## src/rtl/scanline_ctrl_if.sv

```systemverilog
// Control/status bundle between the OSD/config side and the scanline controller.
interface scanline_ctrl_if #(
    parameter int LINE_W = 10
);
    logic              ce_x2;
    logic              hs_in;
    logic              vs_in;
    logic              cfg_we;
    logic [1:0]        cfg_level;
    logic              key_cycle;
    logic [1:0]        scanlines;
    logic              scanline;
    logic [LINE_W-1:0] line_cnt;
    logic [1:0]        target;
    logic              busy;

    modport master (
        output ce_x2, hs_in, vs_in, cfg_we, cfg_level, key_cycle,
        input  scanlines, scanline, line_cnt, target, busy
    );

    modport slave (
        input  ce_x2, hs_in, vs_in, cfg_we, cfg_level, key_cycle,
        output scanlines, scanline, line_cnt, target, busy
    );
endinterface

```

## src/rtl/scanline_ctrl.sv

```systemverilog
// Scanline-dimming controller: line counter, user target level and frame-paced fade.
// Optional macro SCANLINE_ALT_FIELD_EN alternates the dimmed line parity every frame.
module scanline_ctrl #(
    parameter int LINE_W          = 10,
    parameter int FRAMES_PER_STEP = 1
) (
    input logic             clk_sys,
    input logic             reset,
    scanline_ctrl_if.slave  bus
);
    localparam int FCW = (FRAMES_PER_STEP > 1) ? $clog2(FRAMES_PER_STEP) : 1;
    localparam logic [FCW-1:0] FC_LAST = FCW'(FRAMES_PER_STEP - 1);

    typedef enum logic {STABLE, STEPPING} state_t;

    state_t            state_q, state_d;
    logic              hs_q, vs_q;
    logic              hs_fall, vs_fall;
    logic [LINE_W-1:0] line_cnt_q, line_cnt_d;
    logic [1:0]        target_q, target_d;
    logic [1:0]        level_q, level_d;
    logic [FCW-1:0]    frame_cnt_q, frame_cnt_d;
    logic              field_q, field_d;

    assign hs_fall = bus.ce_x2 & hs_q & ~bus.hs_in;
    assign vs_fall = bus.ce_x2 & vs_q & ~bus.vs_in;

    always_ff @(posedge clk_sys or posedge reset) begin
        if (reset) begin
            state_q     <= STABLE;
            hs_q        <= 1'b1;
            vs_q        <= 1'b1;
            line_cnt_q  <= '0;
            target_q    <= 2'd0;
            level_q     <= 2'd0;
            frame_cnt_q <= '0;
            field_q     <= 1'b0;
        end else begin
            if (bus.ce_x2) begin
                hs_q <= bus.hs_in;
                vs_q <= bus.vs_in;
            end
            state_q     <= state_d;
            line_cnt_q  <= line_cnt_d;
            target_q    <= target_d;
            level_q     <= level_d;
            frame_cnt_q <= frame_cnt_d;
            field_q     <= field_d;
        end
    end

    // vsync takes priority over hsync when both fall together
    always_comb begin
        line_cnt_d = line_cnt_q;
        if (vs_fall)
            line_cnt_d = '0;
        else if (hs_fall && (line_cnt_q != {LINE_W{1'b1}}))
            line_cnt_d = line_cnt_q + 1'b1;
    end

    always_comb begin
        target_d = target_q;
        if (bus.cfg_we)
            target_d = bus.cfg_level;
        else if (bus.key_cycle)
            target_d = target_q + 2'd1;
    end

    always_comb begin
`ifdef SCANLINE_ALT_FIELD_EN
        field_d = field_q ^ vs_fall;
`else
        field_d = 1'b0;
`endif
    end

    always_comb begin
        state_d     = state_q;
        level_d     = level_q;
        frame_cnt_d = frame_cnt_q;
        case (state_q)
            STABLE: begin
                if (target_q != level_q) begin
                    state_d     = STEPPING;
                    frame_cnt_d = '0;
                end
            end
            STEPPING: begin
                if (target_q == level_q) begin
                    state_d = STABLE;
                end else if (vs_fall) begin
                    if (frame_cnt_q == FC_LAST) begin
                        frame_cnt_d = '0;
                        level_d     = (target_q > level_q) ? level_q + 2'd1 : level_q - 2'd1;
                    end else begin
                        frame_cnt_d = frame_cnt_q + FCW'(1);
                    end
                end
            end
            default: state_d = STABLE;
        endcase
    end

    assign bus.scanlines = level_q;
    assign bus.scanline  = line_cnt_q[0] ^ field_q;
    assign bus.line_cnt  = line_cnt_q;
    assign bus.target    = target_q;
    assign bus.busy      = (state_q == STEPPING);
endmodule

```

## src/flat_wrapper.sv

```systemverilog
// flat-port wrapper written by rule: the top's interface ports become plain ports
module scanline_ctrl_flat 
#(
    parameter int LINE_W          = 10,
    parameter int FRAMES_PER_STEP = 1
)
  (clk_sys, reset, bus_ce_x2, bus_hs_in, bus_vs_in, bus_cfg_we, bus_cfg_level, bus_key_cycle, bus_scanlines, bus_scanline, bus_line_cnt, bus_target, bus_busy);
  scanline_ctrl_if #(.LINE_W(LINE_W)) bus_i ();
  input logic clk_sys;
  input logic reset;
  input wire logic [$bits(bus_i.ce_x2)-1:0] bus_ce_x2;
  input wire logic [$bits(bus_i.hs_in)-1:0] bus_hs_in;
  input wire logic [$bits(bus_i.vs_in)-1:0] bus_vs_in;
  input wire logic [$bits(bus_i.cfg_we)-1:0] bus_cfg_we;
  input wire logic [$bits(bus_i.cfg_level)-1:0] bus_cfg_level;
  input wire logic [$bits(bus_i.key_cycle)-1:0] bus_key_cycle;
  output wire logic [$bits(bus_i.scanlines)-1:0] bus_scanlines;
  output wire logic [$bits(bus_i.scanline)-1:0] bus_scanline;
  output wire logic [$bits(bus_i.line_cnt)-1:0] bus_line_cnt;
  output wire logic [$bits(bus_i.target)-1:0] bus_target;
  output wire logic [$bits(bus_i.busy)-1:0] bus_busy;
  assign bus_i.ce_x2 = bus_ce_x2;
  assign bus_i.hs_in = bus_hs_in;
  assign bus_i.vs_in = bus_vs_in;
  assign bus_i.cfg_we = bus_cfg_we;
  assign bus_i.cfg_level = bus_cfg_level;
  assign bus_i.key_cycle = bus_key_cycle;
  assign bus_scanlines = bus_i.scanlines;
  assign bus_scanline = bus_i.scanline;
  assign bus_line_cnt = bus_i.line_cnt;
  assign bus_target = bus_i.target;
  assign bus_busy = bus_i.busy;
  scanline_ctrl #(.LINE_W(LINE_W), .FRAMES_PER_STEP(FRAMES_PER_STEP)) u_core (.clk_sys(clk_sys), .reset(reset), .bus(bus_i));
endmodule
```

## config.mk

```make
export PLATFORM = sky130hd
export DESIGN_NAME = scanline_ctrl_flat
export DESIGN_NICKNAME = d
export VERILOG_FILES = /design/src/rtl/scanline_ctrl_if.sv /design/src/rtl/scanline_ctrl.sv /design/src/flat_wrapper.sv
export SDC_FILE = /design/constraint.sdc
export NUM_CORES = 1
export LEC_CHECK = 0
export CAP_MARGIN = 30
export CORE_UTILIZATION = 50
export DETAILED_ROUTE_END_ITERATION = 12
export GPL_TIMING_DRIVEN = 0
export HOLD_SLACK_MARGIN = 0.1
export PLACE_DENSITY = 0.93
export SETUP_SLACK_MARGIN = 0.1
export SYNTH_ARGS = -nofsm -noshare
export SYNTH_HDL_FRONTEND = slang
export SYNTH_SLANG_ARGS = --single-unit
```

## constraint.sdc

```tcl
create_clock -name clk_sys -period 4.38 [get_ports clk_sys]
set_input_delay 0.438 -clock clk_sys [delete_from_list [all_inputs] [get_ports clk_sys]]
set_output_delay 0.438 -clock clk_sys [all_outputs]
set_load 0.005 [all_outputs]
```

==> results.txt <==
----------------------------------------------------
[Floorplanning]
  Initial Util ... between 50% and 60%
  Die footprint ... 2040 um2
  Die height ... between 40 and 50 um
  Area of the core ... around 1700 um2
  Die boundary width ... approximately 45 um
  Number of placement rows ... 15
  Count of boundary I/O pins ... 25

[Power and ir drop]
  Leakage power total ... about 0.5 nW
  Pwr Density ... ~380 nW/um2
  Post-layout total power ... 0.466 mW
  Worst IR Drop VDD ... around 0.00024 V

[CTS]
  Setup Buffers After CTS ... 0
  Clock Path Buffers ... 2
  Clock transition at the register clock pins on the worst setup and hold paths after CTS ... about 110 ps
  Post-cts repair resize count ... 0
  TritonCTS Buffers ... 3
  Maximum level of the CTS H-tree ... 1
  Clock tree root driver cell ... sky130_fd_sc_hd__clkbuf_4
  # hold bufs at CTS ... 0
  Worst-skew pair later-pin latency ... approximately 290 ps
  Sink Count ... 17
  TritonCTS clock tree ... yes

[Finish]
  Number of standard cells in the layout, taps in and fillers out ... approximately 140
  Share of layout cells above drive strength 1 ... 14.7%
  Final Instance Area ... roughly 1200 um2
  Area added between synthesis and finish ... 32.0%
  Number of antenna cells inserted ... 0
  Commonest cells after routing, fill and taps aside ... sky130_fd_sc_hd__clkdlybuf4s50_1, sky130_fd_sc_hd__dfrtp_1, sky130_fd_sc_hd__nand2_1, sky130_fd_sc_hd__a21oi_1, sky130_fd_sc_hd__o21ai_0
  Nets@finish ... 129
  Multi-input logic area ... 469 um2
  Fillcell total ... 145
  FF+latch area ... around 430 um2
  Most frequent standard cell in the layout excluding fill and tap cells ... sky130_fd_sc_hd__clkdlybuf4s50_1

[Place]
  Final weighted congestion in routability-driven placement ... about 0.74
  Detailed placer's ending HPWL ... ~1.4 mm
  Number of buffers added on ports ... 24
  Cells after DPL ... 137
  Post-Place Cell Area ... 1200 um2

[STA]
  Post-Route Setup TNS ... 0 ps
  Final Hold Fails ... 0
  Clock Skews ... approximately 6.4 ps
  Finish-stage setup viols ... 0
  Fraction of the cycle the final worst path needs ... between 40% and 50%
  Maximum clock frequency ... ~550 MHz
  Fin crit period ... ~1800 ps
  Unrepaired setup endpoints after global routing ... no
  Transition at the pin with the smallest max-transition slack ... roughly 640 ps
  Final Max Slew Viols ... 0
  Normalized max-slew margin ... 57.1%
  Hold Slack ... about 530 ps

[Global route]
  Via count of the first global-routing pass ... 772
  GRT overflow ... 0
  Global-route usage over all layers ... around a fifth
  First-pass GRT wire length ... slightly above 3 mm
  Pin count of the biggest net entering global routing ... 18
  Antenna violations before repair ... 0

[Synth]
  Post-synthesis cell type count ... 32
  Yosys Warn Count ... 0
  Fraction of registers with async set or reset after synthesis ... 100%
  Synthesized Nets ... 100
  Most used DFF post-synth ... sky130_fd_sc_hd__dfrtp_1
  Number of synthesized flops with an enable pin ... 0
  Synthesized area per cell ... around 11 um2
  Gate Count Post-Synth ... between 80 and 90
  Sequential fraction of the synthesis area ... 45.8%
  Count of state elements after synthesis ... 17
  Summed instance area of the synthesized netlist ... a little over 900 um2

[Flow run]
  Max Cap Violations ... 0

[Route]
  Wire length per cell after detailed routing ... around 14 um
  Iter 0 DRT Violations ... 2
  Via count ... 784
  Count of unresolved DRC violations after routing ... 0
  Number of iterations in the first detailed-routing pass ... 2
  Post-DR vias/cell ... between 5 and 6
  Routed wire length ... 1.91 mm
  Final antenna-violating net count ... 0

[Worst setup path]
  R2R depth ... 5
  Critical path class ... primary input to register
  Crit path max fanout ... 6
  Worst reg2reg path endpoint ... u_core.bus.line_cnt[9]
  Arrival @ worst endpoint ... 2040 ps
  CP Launch Type ... primary input
  Reg2reg start ... u_core.bus.line_cnt[0]
  Kind of capture point of the worst setup path ... register
  Flop2flop setup slack ... about 2700 ps
  CP Data Required Time ... about 4600 ps

[Min path]
  Hold WC Path Type ... primary input to asynchronous set/reset pin

[Run status]
  Result of the run ... finished clean

----------------------------------------------------
how the worst max path moves through the flow:
stage	start	end	cells past startpoint
6_report	bus_ce_x2	u_core.bus.line_cnt[9]	5
4_1_cts	bus_ce_x2	u_core.bus.line_cnt[9]	5
3_3_place_gp	bus_ce_x2	u_core.bus.line_cnt[7]	5
3_5_place_dp	bus_ce_x2	u_core.bus.line_cnt[9]	5
2_1_floorplan	u_core.bus.line_cnt[0]	u_core.bus.line_cnt[7]	5
5_1_grt	bus_ce_x2	u_core.bus.line_cnt[3]	5
critical path, cell delays in order:
cell,delay (ps)
sky130_fd_sc_hd__clkdlybuf4s50_1,580
sky130_fd_sc_hd__and3b_4,270
sky130_fd_sc_hd__o311ai_2,150
sky130_fd_sc_hd__or4_1,440
sky130_fd_sc_hd__a21oi_1,170
per-stage QoR:
step	utilization, %	worst slack (ps)
finish	70.6	2570
global route	70.6	2510
CTS	70.6	2590
detailed placement	69.0	2280
global placement	69.0	2310
floorplan	-	2830
cell usage after synthesis (3+ instances only):
| cell | n | area, um2 |
|---|---|---|
| sky130_fd_sc_hd__a21oi_1 | 6 | 30.0 |
| sky130_fd_sc_hd__dfrtp_1 | 15 | 375 |
| sky130_fd_sc_hd__ha_1 | 3 | 37.5 |
| sky130_fd_sc_hd__inv_1 | 4 | 15.0 |
| sky130_fd_sc_hd__nand2_1 | 7 | 26.3 |
| sky130_fd_sc_hd__nand3_1 | 4 | 20.0 |
| sky130_fd_sc_hd__nor2_1 | 4 | 15.0 |
| sky130_fd_sc_hd__o21ai_0 | 6 | 30.0 |
| sky130_fd_sc_hd__o31ai_1 | 3 | 22.5 |
| sky130_fd_sc_hd__or3_1 | 3 | 18.8 |
| sky130_fd_sc_hd__xnor2_1 | 4 | 35.0 |
| sky130_fd_sc_hd__xor2_1 | 3 | 26.3 |
report_power, final:
part | internal (mW) | total [mW] | switching, mW
sequential | 0.186 | 0.216 | 0.0299
clock | 0.0339 | 0.0858 | 0.0519
combinational | 0.102 | 0.164 | 0.0627
cells by family (layout without fill, tap and decap cells):
group	after synthesis	after routing	share of synthesized area, %
DFF	17	17	45.8
adders and majority gates	3	3	4.02
muxes	3	3	3.49
and+or+nand+nor	33	33	21.7
AOI/OAI and AO/OA	19	19	14.5
buffers and inverters	6	34	3.89
xor gates and xnor gates	7	7	6.57
final cells by class:
class | instances | share of cell area, %
Clock buffer | 3 | 1.83
Timing Repair Buffer | 24 | 19.5
Buffer | 2 | 1.73
Sequential cell | 17 | 34.7
Inverter | 4 | 1.22
Tap cell | 25 | 2.54
Clock inverter | 1 | 0.406
Multi-Input combinational cell | 65 | 38.1
per-layer routing:
layer,vias up,wire length (um),part of all wire (%),global-route usage [%]
met3,0,79,4.1,2.40
li1,379,-,-,-
met5,-,0,0,0
met1,387,815,43,22.3
met2,18,1020,53,40.6
met4,0,0,0,8.48
flip-flops by register name, summed over array words and instances, names as in the netlist:
name,flops
u_core.bus.scanlines,2
u_core.bus.busy,1
u_core.bus.line_cnt,10
u_core.hs_q,1
u_core.bus.target,2
u_core.vs_q,1
(Power assumes the default switching activity.)
